File: src/rtl/uart_pkg.sv
// -----------------------------------------------------------------------------
// uart_pkg
// Shared definitions for the board UART: data width, default clock and line
// rate (common to receiver and transmitter) and the receiver FSM state type.
// -----------------------------------------------------------------------------
package uart_pkg;

    localparam int UART_DATA_W     = 8;
    localparam int UART_CLK_HZ     = 68000000;
    localparam int UART_BAUD       = 115200;
    localparam int UART_OVERSAMPLE = 16;

    typedef enum logic [2:0] {
        IDLE,
        START,
        DATA,
        STOP,
        BREAK
    } rx_state_e;

endpackage : uart_pkg

File: src/rtl/uart_baud_tick.sv
// -----------------------------------------------------------------------------
// uart_baud_tick
// Fractional rate generator. A free-running 32-bit phase accumulator adds RATE
// every clock; whenever the sum reaches CLK_HZ it wraps and tick pulses high
// for one cycle, so tick averages RATE pulses per second.
//
// Ports:
//   sys_clk_i    in   system clock
//   sys_rst_n_i  in   asynchronous active-low reset
//   tick         out  one-cycle rate pulse
// -----------------------------------------------------------------------------
module uart_baud_tick
    import uart_pkg::*;
#(
    parameter int CLK_HZ = UART_CLK_HZ,
    parameter int RATE   = UART_BAUD
) (
    input  logic sys_clk_i,
    input  logic sys_rst_n_i,
    output logic tick
);

    localparam logic [32:0] STEP  = 33'(RATE);
    localparam logic [32:0] LIMIT = 33'(CLK_HZ);

    logic [31:0] acc;
    logic [32:0] sum;

    // One extra bit so the compare is exact even near the top of the range.
    assign sum = {1'b0, acc} + STEP;

    // NOTE: state registers use non-blocking assignments so every flop samples
    // the pre-edge values of the others, independent of block ordering.
    always_ff @(posedge sys_clk_i or negedge sys_rst_n_i) begin
        if (!sys_rst_n_i) begin
            acc  <= '0;
            tick <= 1'b0;
        end else if (sum >= LIMIT) begin
            acc  <= 32'(sum - LIMIT);
            tick <= 1'b1;
        end else begin
            acc  <= sum[31:0];
            tick <= 1'b0;
        end
    end

endmodule : uart_baud_tick

File: src/rtl/uart_rx_os.sv
// -----------------------------------------------------------------------------
// uart_rx_os
// UART receiver, 8N1, LSB first, oversampled at OVERSAMPLE x BAUD. The start
// bit is qualified at its midpoint; data and stop bits are then sampled one
// bit period apart. Good bytes land in a hold register with a valid/read
// handshake; framing and overrun errors are single-cycle pulses.
//
// Ports:
//   sys_clk_i         in   system clock
//   sys_rst_n_i       in   asynchronous active-low reset
//   uart_rx_i         in   serial line (asynchronous, idles high)
//   uart_rd_i         in   read strobe, clears uart_valid_o
//   uart_dat_o        out  last accepted byte
//   uart_valid_o      out  byte available, held until read
//   uart_busy_r_o     out  receiver is not idle
//   uart_frame_err_o  out  pulse: stop bit sampled low
//   uart_overrun_o    out  pulse: good byte dropped, previous one unread
//
// OVERSAMPLE must be even and at least 8.
// -----------------------------------------------------------------------------
module uart_rx_os
    import uart_pkg::*;
#(
    parameter int CLK_HZ     = UART_CLK_HZ,
    parameter int BAUD       = UART_BAUD,
    parameter int OVERSAMPLE = UART_OVERSAMPLE
) (
    input  logic                   sys_clk_i,
    input  logic                   sys_rst_n_i,
    input  logic                   uart_rx_i,
    input  logic                   uart_rd_i,
    output logic [UART_DATA_W-1:0] uart_dat_o,
    output logic                   uart_valid_o,
    output logic                   uart_busy_r_o,
    output logic                   uart_frame_err_o,
    output logic                   uart_overrun_o
);

    localparam int                 SCNT_W    = $clog2(OVERSAMPLE);
    localparam logic [SCNT_W-1:0] SCNT_MID  = SCNT_W'(OVERSAMPLE / 2 - 1);
    localparam logic [SCNT_W-1:0] SCNT_LAST = SCNT_W'(OVERSAMPLE - 1);

    logic                   rx_meta;
    logic                   rx_s;
    logic                   tick;

    rx_state_e              state_q, state_d;
    logic [SCNT_W-1:0]      scnt_q, scnt_d, scnt_inc;
    logic [2:0]             bcnt_q, bcnt_d;
    logic [UART_DATA_W-1:0] shreg_q, shreg_d;
    logic                   load;
    logic                   overrun;
    logic                   frame_err;

    // Two-flop synchroniser; resets to the idle (high) line level so a reset
    // release never looks like a start bit.
    always_ff @(posedge sys_clk_i or negedge sys_rst_n_i) begin
        if (!sys_rst_n_i) begin
            rx_meta <= 1'b1;
            rx_s    <= 1'b1;
        end else begin
            rx_meta <= uart_rx_i;
            rx_s    <= rx_meta;
        end
    end

    uart_baud_tick #(
        .CLK_HZ (CLK_HZ),
        .RATE   (BAUD * OVERSAMPLE)
    ) u_tick (
        .sys_clk_i   (sys_clk_i),
        .sys_rst_n_i (sys_rst_n_i),
        .tick        (tick)
    );

    // Sample counter wraps explicitly so non-power-of-two OVERSAMPLE works.
    assign scnt_inc = (scnt_q == SCNT_LAST) ? '0 : scnt_q + SCNT_W'(1);

    // NOTE: every signal driven here gets a default first, so no path through
    // the case leaves one unassigned and no latch is inferred.
    always_comb begin
        state_d   = state_q;
        scnt_d    = scnt_q;
        bcnt_d    = bcnt_q;
        shreg_d   = shreg_q;
        load      = 1'b0;
        overrun   = 1'b0;
        frame_err = 1'b0;

        case (state_q)
            IDLE: begin
                if (!rx_s) begin
                    scnt_d  = '0;
                    state_d = START;
                end
            end

            START: begin
                if (tick) begin
                    if (scnt_q == SCNT_MID) begin
                        // Still low at mid start bit: real frame. High: glitch.
                        if (!rx_s) begin
                            scnt_d  = '0;
                            bcnt_d  = '0;
                            state_d = DATA;
                        end else begin
                            state_d = IDLE;
                        end
                    end else begin
                        scnt_d = scnt_inc;
                    end
                end
            end

            DATA: begin
                if (tick) begin
                    scnt_d = scnt_inc;
                    if (scnt_q == SCNT_LAST) begin
                        // LSB arrives first, so shifting in at the MSB leaves
                        // the byte in natural order after eight bits.
                        shreg_d = {rx_s, shreg_q[UART_DATA_W-1:1]};
                        if (bcnt_q == 3'd7) begin
                            state_d = STOP;
                        end else begin
                            bcnt_d = bcnt_q + 3'd1;
                        end
                    end
                end
            end

            STOP: begin
                if (tick) begin
                    scnt_d = scnt_inc;
                    if (scnt_q == SCNT_LAST) begin
                        if (rx_s) begin
                            // A read in the same cycle frees the register.
                            if (!uart_valid_o || uart_rd_i) begin
                                load = 1'b1;
                            end else begin
                                overrun = 1'b1;
                            end
                            state_d = IDLE;
                        end else begin
                            frame_err = 1'b1;
                            state_d   = BREAK;
                        end
                    end
                end
            end

            BREAK: begin
                // Wait out a held-low line so it cannot retrigger a start.
                if (rx_s) begin
                    state_d = IDLE;
                end
            end

            default: state_d = IDLE;
        endcase
    end

    always_ff @(posedge sys_clk_i or negedge sys_rst_n_i) begin
        if (!sys_rst_n_i) begin
            state_q <= IDLE;
            scnt_q  <= '0;
            bcnt_q  <= '0;
            shreg_q <= '0;
        end else begin
            state_q <= state_d;
            scnt_q  <= scnt_d;
            bcnt_q  <= bcnt_d;
            shreg_q <= shreg_d;
        end
    end

    always_ff @(posedge sys_clk_i or negedge sys_rst_n_i) begin
        if (!sys_rst_n_i) begin
            uart_dat_o       <= '0;
            uart_valid_o     <= 1'b0;
            uart_frame_err_o <= 1'b0;
            uart_overrun_o   <= 1'b0;
        end else begin
            uart_frame_err_o <= frame_err;
            uart_overrun_o   <= overrun;
            if (load) begin
                uart_dat_o   <= shreg_q;
                uart_valid_o <= 1'b1;
            end else if (uart_rd_i) begin
                uart_valid_o <= 1'b0;
            end
        end
    end

    assign uart_busy_r_o = (state_q != IDLE);

endmodule : uart_rx_os
File: config.mk
export PLATFORM = sky130hd
export DESIGN_NAME = uart_rx_os
export DESIGN_NICKNAME = d
export VERILOG_FILES = /design/src/rtl/uart_pkg.sv /design/src/rtl/uart_baud_tick.sv /design/src/rtl/uart_rx_os.sv
export SDC_FILE = /design/constraint.sdc
export NUM_CORES = 1
export LEC_CHECK = 0
export CORE_MARGIN = 1.5
export CORE_UTILIZATION = 54
export CTS_CLUSTER_DIAMETER = 100
export DETAILED_ROUTE_END_ITERATION = 10
export GPL_TIMING_DRIVEN = 1
export PLACE_DENSITY = 0.72
export SLEW_MARGIN = 20
export SYNTH_ARGS = -nofsm -noshare
export SYNTH_HDL_FRONTEND = slang
export SYNTH_HIERARCHICAL = 1
export SYNTH_SLANG_ARGS = --single-unit
File: constraint.sdc
create_clock -name sys_clk_i -period 3.1 [get_ports sys_clk_i]
set_input_delay 0.62 -clock sys_clk_i [delete_from_list [all_inputs] [get_ports sys_clk_i]]
set_output_delay 0.62 -clock sys_clk_i [all_outputs]
set_load 0.03 [all_outputs]
Word-level counts from Yosys, hierarchy flattened

Cells that the tools add are included.

Register bits: 64
Latch bits: 0
RAM bits: 0
Bits in read-only memories: 0
Input bits: 4
Output and inout port bits: 12
Memories kept: 0

Add/sub/neg operators: 4
Multiply operators: 0
Divide/modulo/power cells: 0
Magnitude comparators: 1
Eq/ne operators: 19
Shift-type cells: 0
Muxes and demuxes: 43
Bitwise gates (word level): 0
Reductions and logical operators: 12

Operator list:

| operator               | count |
|---|---|
| $mux 3                 | 16 |
| $add 32x21->33 const B | 1 |
| $ge 33x27->1 const B   | 1 |
| $mux 32                | 1 |
| $sub 32x27->32 const B | 1 |
| $mux 4                 | 5 |
| $mux 1                 | 17 |
| $ne 2x2->1 const B     | 8 |
| $pmux 3 s5             | 1 |
| $pmux 4 s3             | 1 |
| $reduce_and 9->1       | 1 |
| $ne 2x1->1 const B     | 4 |
| $reduce_and 7->1       | 1 |
| $eq 3x2->1 const B     | 2 |
| $eq 3x3->1 const B     | 2 |
| $pmux 3 s2             | 1 |
| $reduce_and 3->1       | 2 |
| $reduce_bool 3->1      | 2 |
| $add 4x1->4 const B    | 1 |
| $eq 4x3->1 const B     | 1 |
| $eq 4x4->1 const B     | 1 |
| $reduce_bool 2->1      | 2 |
| $add 3x1->3 const B    | 1 |
| $eq 3x1->1 const B     | 1 |
| other kinds (5)        | 5 |

Depth between registers and ports, before layout

Gate-level depths: netlist (run 1).

Depth in word-level cells: 8
Depth in mapped cells: 12
Gate-level depth less buffers: 10

Hierarchy

Netlist (run 1), hierarchy kept.

By module, submodules not included:

| module         | instances | cells an instance | area an instance (um^2) |
|---|---|---|---|
| uart_baud_tick | 1         | 230               | 2045.7 |
| uart_rx_os     | 1         | 115               | 1529.0 |

Worst setup path before layout (run 1)

OpenSTA, ideal clock, no wires.

Kind: register -> register
Start: reg u_tick.acc[14]
End: reg u_tick.acc[16]
Library setup time: 0.080 ns
Data arrival time: 2.708 ns
Required time: 3.020 ns
Slack: 0.312 ns
Cell stages (with the launch flop): 11
Path buffers: 1
Period minus slack after synthesis: 2.788 ns
Path through: dfrtp_1 ha_1 buf_6 and3b_1 nor3_1 a221oi_1 a221oi_2 a2111o_1 a311o_1 a31oi_1 xnor2_1

Word-level cells in the longest chain between the ends: 3
Elaborated cells on any way between the ends: 4
Those cells by class: 2 x add/sub; 1 x order compare; 1 x mux

RTL lines:

| what                                                  | RTL line                                   | RTL |
|---|---|---|
| from (decl)                                           | uart_baud_tick.sv:26                       | `logic [31:0] acc;` |
| from (signal assigned)                                | uart_baud_tick.sv:39                       | `acc <= 32'(sum - LIMIT);` |
| from (signal assigned)                                | uart_baud_tick.sv:42                       | `acc <= sum[31:0];` |
| $add 32x21->33 *                                      | uart_baud_tick.sv:30                       | `assign sum = {1'b0, acc} + STEP;` |
| $sub 32x27->32 / $ge 33x27->1 (equally long branches) | uart_baud_tick.sv:39, uart_baud_tick.sv:38 |  |
| $mux 32 *                                             | uart_baud_tick.sv:38                       | `end else if (sum >= LIMIT) begin` |

Mark *: on every way between the ends. The rest lies on a longest branch, timed or not.
A chain may end at the register's enable or synchronous reset.

Final worst setup path (run 1)

Ends and elaborated chain as after synthesis.

==> flow_metrics.tcl, run 1 <==
set metrics [dict create \
    yosysWarnings 6 \
    grt_pass1_wl_um 11900 \
    syn_inst 345 \
    max_cap_viol_count 0 \
    cts_sinks 56 \
    globalRouteOverflowTotal 0 \
    grt_max_degree 50 \
    avgSynthCellArea_um2 10.4 \
    setup_viol 0 \
    synth-seq-area-share 0.393 \
    ir_drop_mv 0.220 \
    grt_pass1_vias 2515 \
    dp_hpwl_um 4890 \
    core_um2 6390 \
    ios 16 \
    syn-num-nets 356 \
    grt_use_total 0.203 \
    critPathCaptureType "flop" \
    h-tree-depth 2 \
    wirelength_um 6810 \
    routed_via_density 5.97 \
    cp_max_fo 12 \
    finalCriticalPeriod_ns 2.98 \
    relSlewSlack 0.597 \
    numPortBuffers 15 \
    crit_path_start_kind "flop" \
    synth_most_common_cell "dfrtp_1" \
    worstMarginPinSlew_ns 0.604 \
    hold_ws_ns 0.305 \
    cts_buffers 5 \
    synth_cell_types 69 \
    area_growth_syn_to_layout_pct 9.63 \
    drtPass1Iterations 5 \
    drive_gt1_frac 0.197 \
    fin_nets 376 \
    post_cts.repair.setup_buffers 0 \
    p_leak_nw 1.66 \
    drc 0 \
    period_share 0.962 \
    place.gp.congestion 0.874 \
    wl_per_cell_um 15.4 \
    yosys-top-cells-area "dfrtp_1 (38%), xnor2_1 (5.9%), mux2_4 (3.8%)" \
    ant_nets 0 \
    pwr_density_cell_nw_per_um2 297 \
    worstHoldPathType "in2async" \
    synthTopCellsByCount "dfrtp_1 (54), nand2_1 (26), xnor2_1 (24), nor2_1 (23), xor2_1 (13)" \
    num_rows 29 \
    die_x_um 84.4 \
    finalHoldViolations 0 \
    outcome "completed" \
    via_count 2645 \
    synthDominantCellAreaShare 0.378 \
    syn_area_um2 3570 \
    synth_flop_cell "dfrtp_1" \
    synthArstFlopShare 1.00 \
    fmax_mhz 335 \
    clockBufferDepth 2 \
    start_util 0.560 \
    clk_pin_slew_ns 0.10 \
    die_h_um 84.4 \
    synth_area_leader_cell "dfrtp_1" \
    antenna_cells 0 \
    synth_edf_count 0 \
    dpl_cell_area_um2 3800 \
    ys_ff_latch 56 \
    die_area_um2 7120 \
    clockRootBuffer "clkbuf_8" \
    worstSetupPathType "reg2reg" \
    stdcell_area_um2 3920 \
    clk_latency_ns 0.31 \
    required_ns 3.33 \
    finClkSkew_ns 0.0100 \
    grt_antenna_before_repair 0 \
    first_iter_violations 146 \
    cts_tree "yes" \
    crit_arrival_ns 3.21 \
    slew_violations 0 \
]
## per-stage QoR
stage / power, mW / setup WS, ns / util / std cells / setup TNS, ns
after detailed placement: 0.771 / 0.102 / 0.595 / 435 / 0
after global routing: 1.22 / -0.00325 / 0.614 / 443 / -0.00325
after CTS: 1.19 / 0.0768 / 0.610 / 443 / 0
after floorplan: 0.750 / 0.312 / - / 345 / 0
after global placement: 0.771 / 0.150 / 0.595 / 435 / 0
final: 1.17 / 0.118 / 0.614 / 443 / 0
## placed cells by master (no fill, tap or decap), drive strengths merged, types with 4 or more instances in the layout
cell            n
a31oi           5
dfrtp          54
nor4            4
buf            19
o31ai           4
nand2          26
and2            4
nand2b          5
nor2           23
nor2b           6
xor2           13
nor3           11
clkbuf          5
nand4           9
clkdlybuf4s50  14
ha              7
a21oi           8
nand3          13
mux2i           9
o21ai          15
mux2           17
xnor2          24
and3            4
inv            12
## registers in the layout, summed over array words and instances, names as in the netlist
name and flops:
uart_dat_o 8, shreg_q 8, state_q 3, uart_overrun_o 1
scnt_q 4, uart_frame_err_o 1, uart_valid_o 1, rx_s 1
bcnt_q 3, u_tick/tick 1, rx_meta 1, u_tick/acc 24
## layer usage
metal / routed length, um / track usage / up-vias
met5: 0 / 0 / -
met4: 54 / 0.0484 / 0
li1: - / - / 1288
met3: 284 / 0.0315 / 6
met2: 3290 / 0.332 / 72
met1: 3180 / 0.287 / 1279
## critical path, stage by stage (launching register included)
cell and delay, ns:
dfrtp_1 0.37, ha_2 0.30, nand4_2 0.25, o21ai_0 0.36, nand2_1 0.08, and3_1 0.25
a2111o_1 0.54, a311o_1 0.39, a31oi_1 0.21, xnor2_1 0.15
## repair_timing
action                                  CTS  global route
endpoints found under the setup margin    0            12
hold buffers                              0             0
resized for setup                         0             5
## final timing paths
path	start	to	slack, ns	cells after the start
max reg2reg	u_tick/acc[14]	u_tick/acc[16]	0.12	9
min	sys_rst_n_i	scnt_q[2]	0.30	1
min reg2reg	rx_meta	rx_s	0.36	0
max in group asynchronous	sys_rst_n_i	u_tick/acc[17]	2.26	2
max	u_tick/acc[14]	u_tick/acc[16]	0.12	9
min in group sys_clk_i	rx_meta	rx_s	0.36	0
## cell families after synthesis
family | count (synthesis) | synth area share
compound gates | 68 | 0.143
xor+xnor | 37 | 0.0907
fa+ha+maj | 7 | 0.0245
buf+inv | 31 | 0.0536
flops | 56 | 0.393
mux | 26 | 0.0882
simple gates | 120 | 0.208
## power breakdown
part | switching, mW | total (mW) | internal, mW
logic | 0.0153 | 0.0212 | 0.00591
registers | 0.00186 | 0.734 | 0.732
clock network | 0.247 | 0.410 | 0.163
## area by class of cell
| class | count | area, um2 |
|---|---|---|
| Fill cell | 529 | 2470 |
| Multi-Input combinational cell | 258 | 2000 |
| Sequential cell | 56 | 1400 |
| Timing Repair Buffer | 33 | 283 |
| Tap cell | 77 | 96.3 |
| Clock buffer | 5 | 68.8 |
| Inverter | 11 | 41.3 |
| Clock inverter | 3 | 22.5 |
(Power assumes the default switching activity.)
==> run 2: changes to the inputs <==
Settings changed: CAP_MARGIN from default to 10, PLACE_DENSITY 0.72 to 0.73, SYNTH_HIERARCHICAL 1 to default.
==> flow_metrics.tcl, run 2 <==
set metrics [dict create \
    outcome "completed" \
    fin_nets 369 \
    pwr-share-clk 0.361 \
    crit_path_start_kind "flop" \
    finalCriticalPeriod_ns 3.03 \
    r2r_start "u_tick.acc[13]" \
    period_share 0.979 \
    wl_per_cell_um 15.8 \
    h-tree-depth 2 \
    syn-num-nets 352 \
    fin_ws_ns 0.0660 \
    grt.met1_usage 0.301 \
    p_int_uw 902 \
    globalRouteOverflowTotal 0 \
    via_count 2623 \
    clk_pin_slew_ns 0.11 \
    final_cell_mix "dfrtp_1 (54), nor2_1 (29), nand2_1 (25), xnor2_1 (22), mux2_2 (17)" \
    dp_hpwl_um 4960 \
    antenna_cells 0 \
    largestRegisters "u_tick.acc x24, shreg_q x8, uart_dat_o x8" \
    power.share.switching 0.235 \
    drive_gt1_frac 0.162 \
    first_iter_violations 173 \
    drc 0 \
    grtUsageMet3 0.0411 \
    numPortBuffers 15 \
    grt_max_degree 25 \
    relSlewSlack 0.531 \
    worstHoldPathType "in2async" \
    dp_slack_ns 0.0402 \
    die_x_um 81.8 \
    clockRootBuffer "clkbuf_8" \
    combPwrFrac 0.016 \
    drtPass1Iterations 5 \
    synth_area_leader_cell "dfrtp_1" \
    cts_buffers 5 \
    ios 16 \
    finClkSkew_ns 0.00882 \
    rsz0062_at_grt "yes" \
    synthTopCellsByCount "dfrtp_1 (54), nor2_1 (29), nand2_1 (25), xnor2_1 (22), mux2_2 (17)" \
    max_cap_viol_count 0 \
    fmax_mhz 330 \
    largest_reg_flops 24 \
    pwr_density_cell_nw_per_um2 317 \
    p_seq_frac 0.622 \
    met2_usage 0.356 \
    synthArstFlopShare 1.00 \
    regMostFlops "u_tick.acc" \
    required_ns 3.32 \
    die_area_um2 6690 \
    cts_sinks 56 \
    top_usage_layer "met2" \
    setup_viol 0 \
    ant_nets 0 \
    core_um2 5960 \
    area_growth_syn_to_layout_pct 11.1 \
    syn_area_um2 3350 \
    r2r_end "u_tick.acc[25]" \
    grt_pass1_vias 2427 \
    avgSynthCellArea_um2 9.83 \
    synth_most_common_cell "dfrtp_1" \
    ys_ff_latch 56 \
    worstMarginPinSlew_ns 0.702 \
    grt_antenna_before_repair 0 \
    worstSetupPathType "reg2reg" \
    p_sw_uw 278 \
    yosysWarnings 0 \
    synth_cell_types 64 \
    synth_flop_cell "dfrtp_1" \
    place.gp.congestion 0.870 \
    ff2ff_path_depth 9 \
    clockBufferDepth 2 \
    cts_tree "yes" \
    p_total_mw 1.18 \
    synthDominantCellAreaShare 0.403 \
    layout_commonest_cell "dfrtp_1" \
    slew_violations 0 \
    finalHoldViolations 0 \
    crit_arrival_ns 3.25 \
    ir_drop_mv 0.224 \
    synth_edf_count 0 \
    critPathCaptureType "flop" \
    cp_max_fo 4 \
    wirelength_um 6840 \
    start_util 0.563 \
    yosys-top-cells-area "dfrtp_1 (40%), xnor2_1 (5.7%), mux2_2 (5.7%)" \
    grt_use_total 0.220 \
    syn_inst 341 \
    clk_latency_ns 0.32 \
    p_leak_nw 1.57 \
    grt_pass1_wl_um 11300 \
    num_rows 28 \
    die_h_um 81.8 \
    routed_via_density 6.04 \
    synth-seq-area-share 0.419 \
    reg2reg_slack_ns 0.07 \
]
run 2: cell types whose count changed in the layout (fill, tap and decap cells not counted), moves of 6 or more:
cell / before / now
mux2i_1: 9 / 2
nor2_1: 23 / 29
mux2_2: 8 / 17
buf_4: 19 / 13
mux2_4: 9 / 0
run 2: power by group through the flow:
stage               clock network [mW]  registers, mW  logic [mW]
finish                           0.426          0.734      0.0194
global placement                     0          0.748      0.0204
global route                     0.472          0.735      0.0236
CTS                              0.435          0.734      0.0207
floorplan                            0          0.747     0.00196
detailed placement                   0          0.749      0.0206
run 2: kinds of logic (layout without fill, tap and decap cells):
group,after synthesis,in the layout,synth area share
adder cells (fa/ha/maj),7,7,0.0261
multiplexers,19,19,0.0631
flip-flops,56,56,0.419
XOR/XNOR,35,35,0.0915
buffers and inverters,25,43,0.0407
AND/OR/NAND/NOR,130,130,0.204
AO/OA/AOI/OAI,69,69,0.156
run 2: cell type report:
type	count	area, um2
sequential	56	1400
multi-input combinational	260	1860
inverter	7	26.3
fill	496	2230
clock buffer	5	68.8
tap	75	93.8
clock inverter	3	26.3
timing repair buffer	28	243
run 2: worst max-delay path by stage:
stage                     endpoint  depth (start not counted)      startpoint
floorplan           u_tick.acc[25]                          9  u_tick.acc[14]
global placement    u_tick.acc[25]                          9  u_tick.acc[13]
detailed placement  u_tick.acc[25]                          9  u_tick.acc[13]
CTS                 u_tick.acc[25]                          9  u_tick.acc[13]
global route        u_tick.acc[25]                          9  u_tick.acc[13]
finish              u_tick.acc[25]                          9  u_tick.acc[13]
run 2: critical path: stages (launching register included):
cell       delay, ns
dfrtp_1         0.39
ha_2            0.19
or4_4           0.53
or4_4           0.44
o311ai_4        0.09
o2111ai_2       0.18
o31a_1          0.31
o21a_1          0.22
or4_4           0.43
xor2_1          0.15
run 2: stage by stage:
| stage | setup TNS, ns | std cells | hold slack [ns] | utilization | cell area (um2) |
|---|---|---|---|---|---|
| final | 0 | 434 | 0.259 | 0.625 | 3720 |
| after global routing | -0.0240 | 434 | 0.289 | 0.625 | 3720 |
| after CTS | 0 | 433 | 0.270 | 0.616 | 3670 |
| after detailed placement | 0 | 425 | 0.359 | 0.600 | 3570 |
| after global placement | 0 | 425 | 0.351 | 0.600 | 3570 |
| after floorplan | 0 | 341 | 0.324 | - | 3350 |
run 2: what timing repair did:
action,CTS,global route
setup buffers,0,1
hold buffers,0,0
endpoints found under the setup margin,0,15
gates resized for setup,0,9
run 2: layer usage:
metal,vias up,wire length (um)
li1,1266,-
met1,1263,3220
met2,82,3130
met3,12,396
met4,0,89
met5,-,0
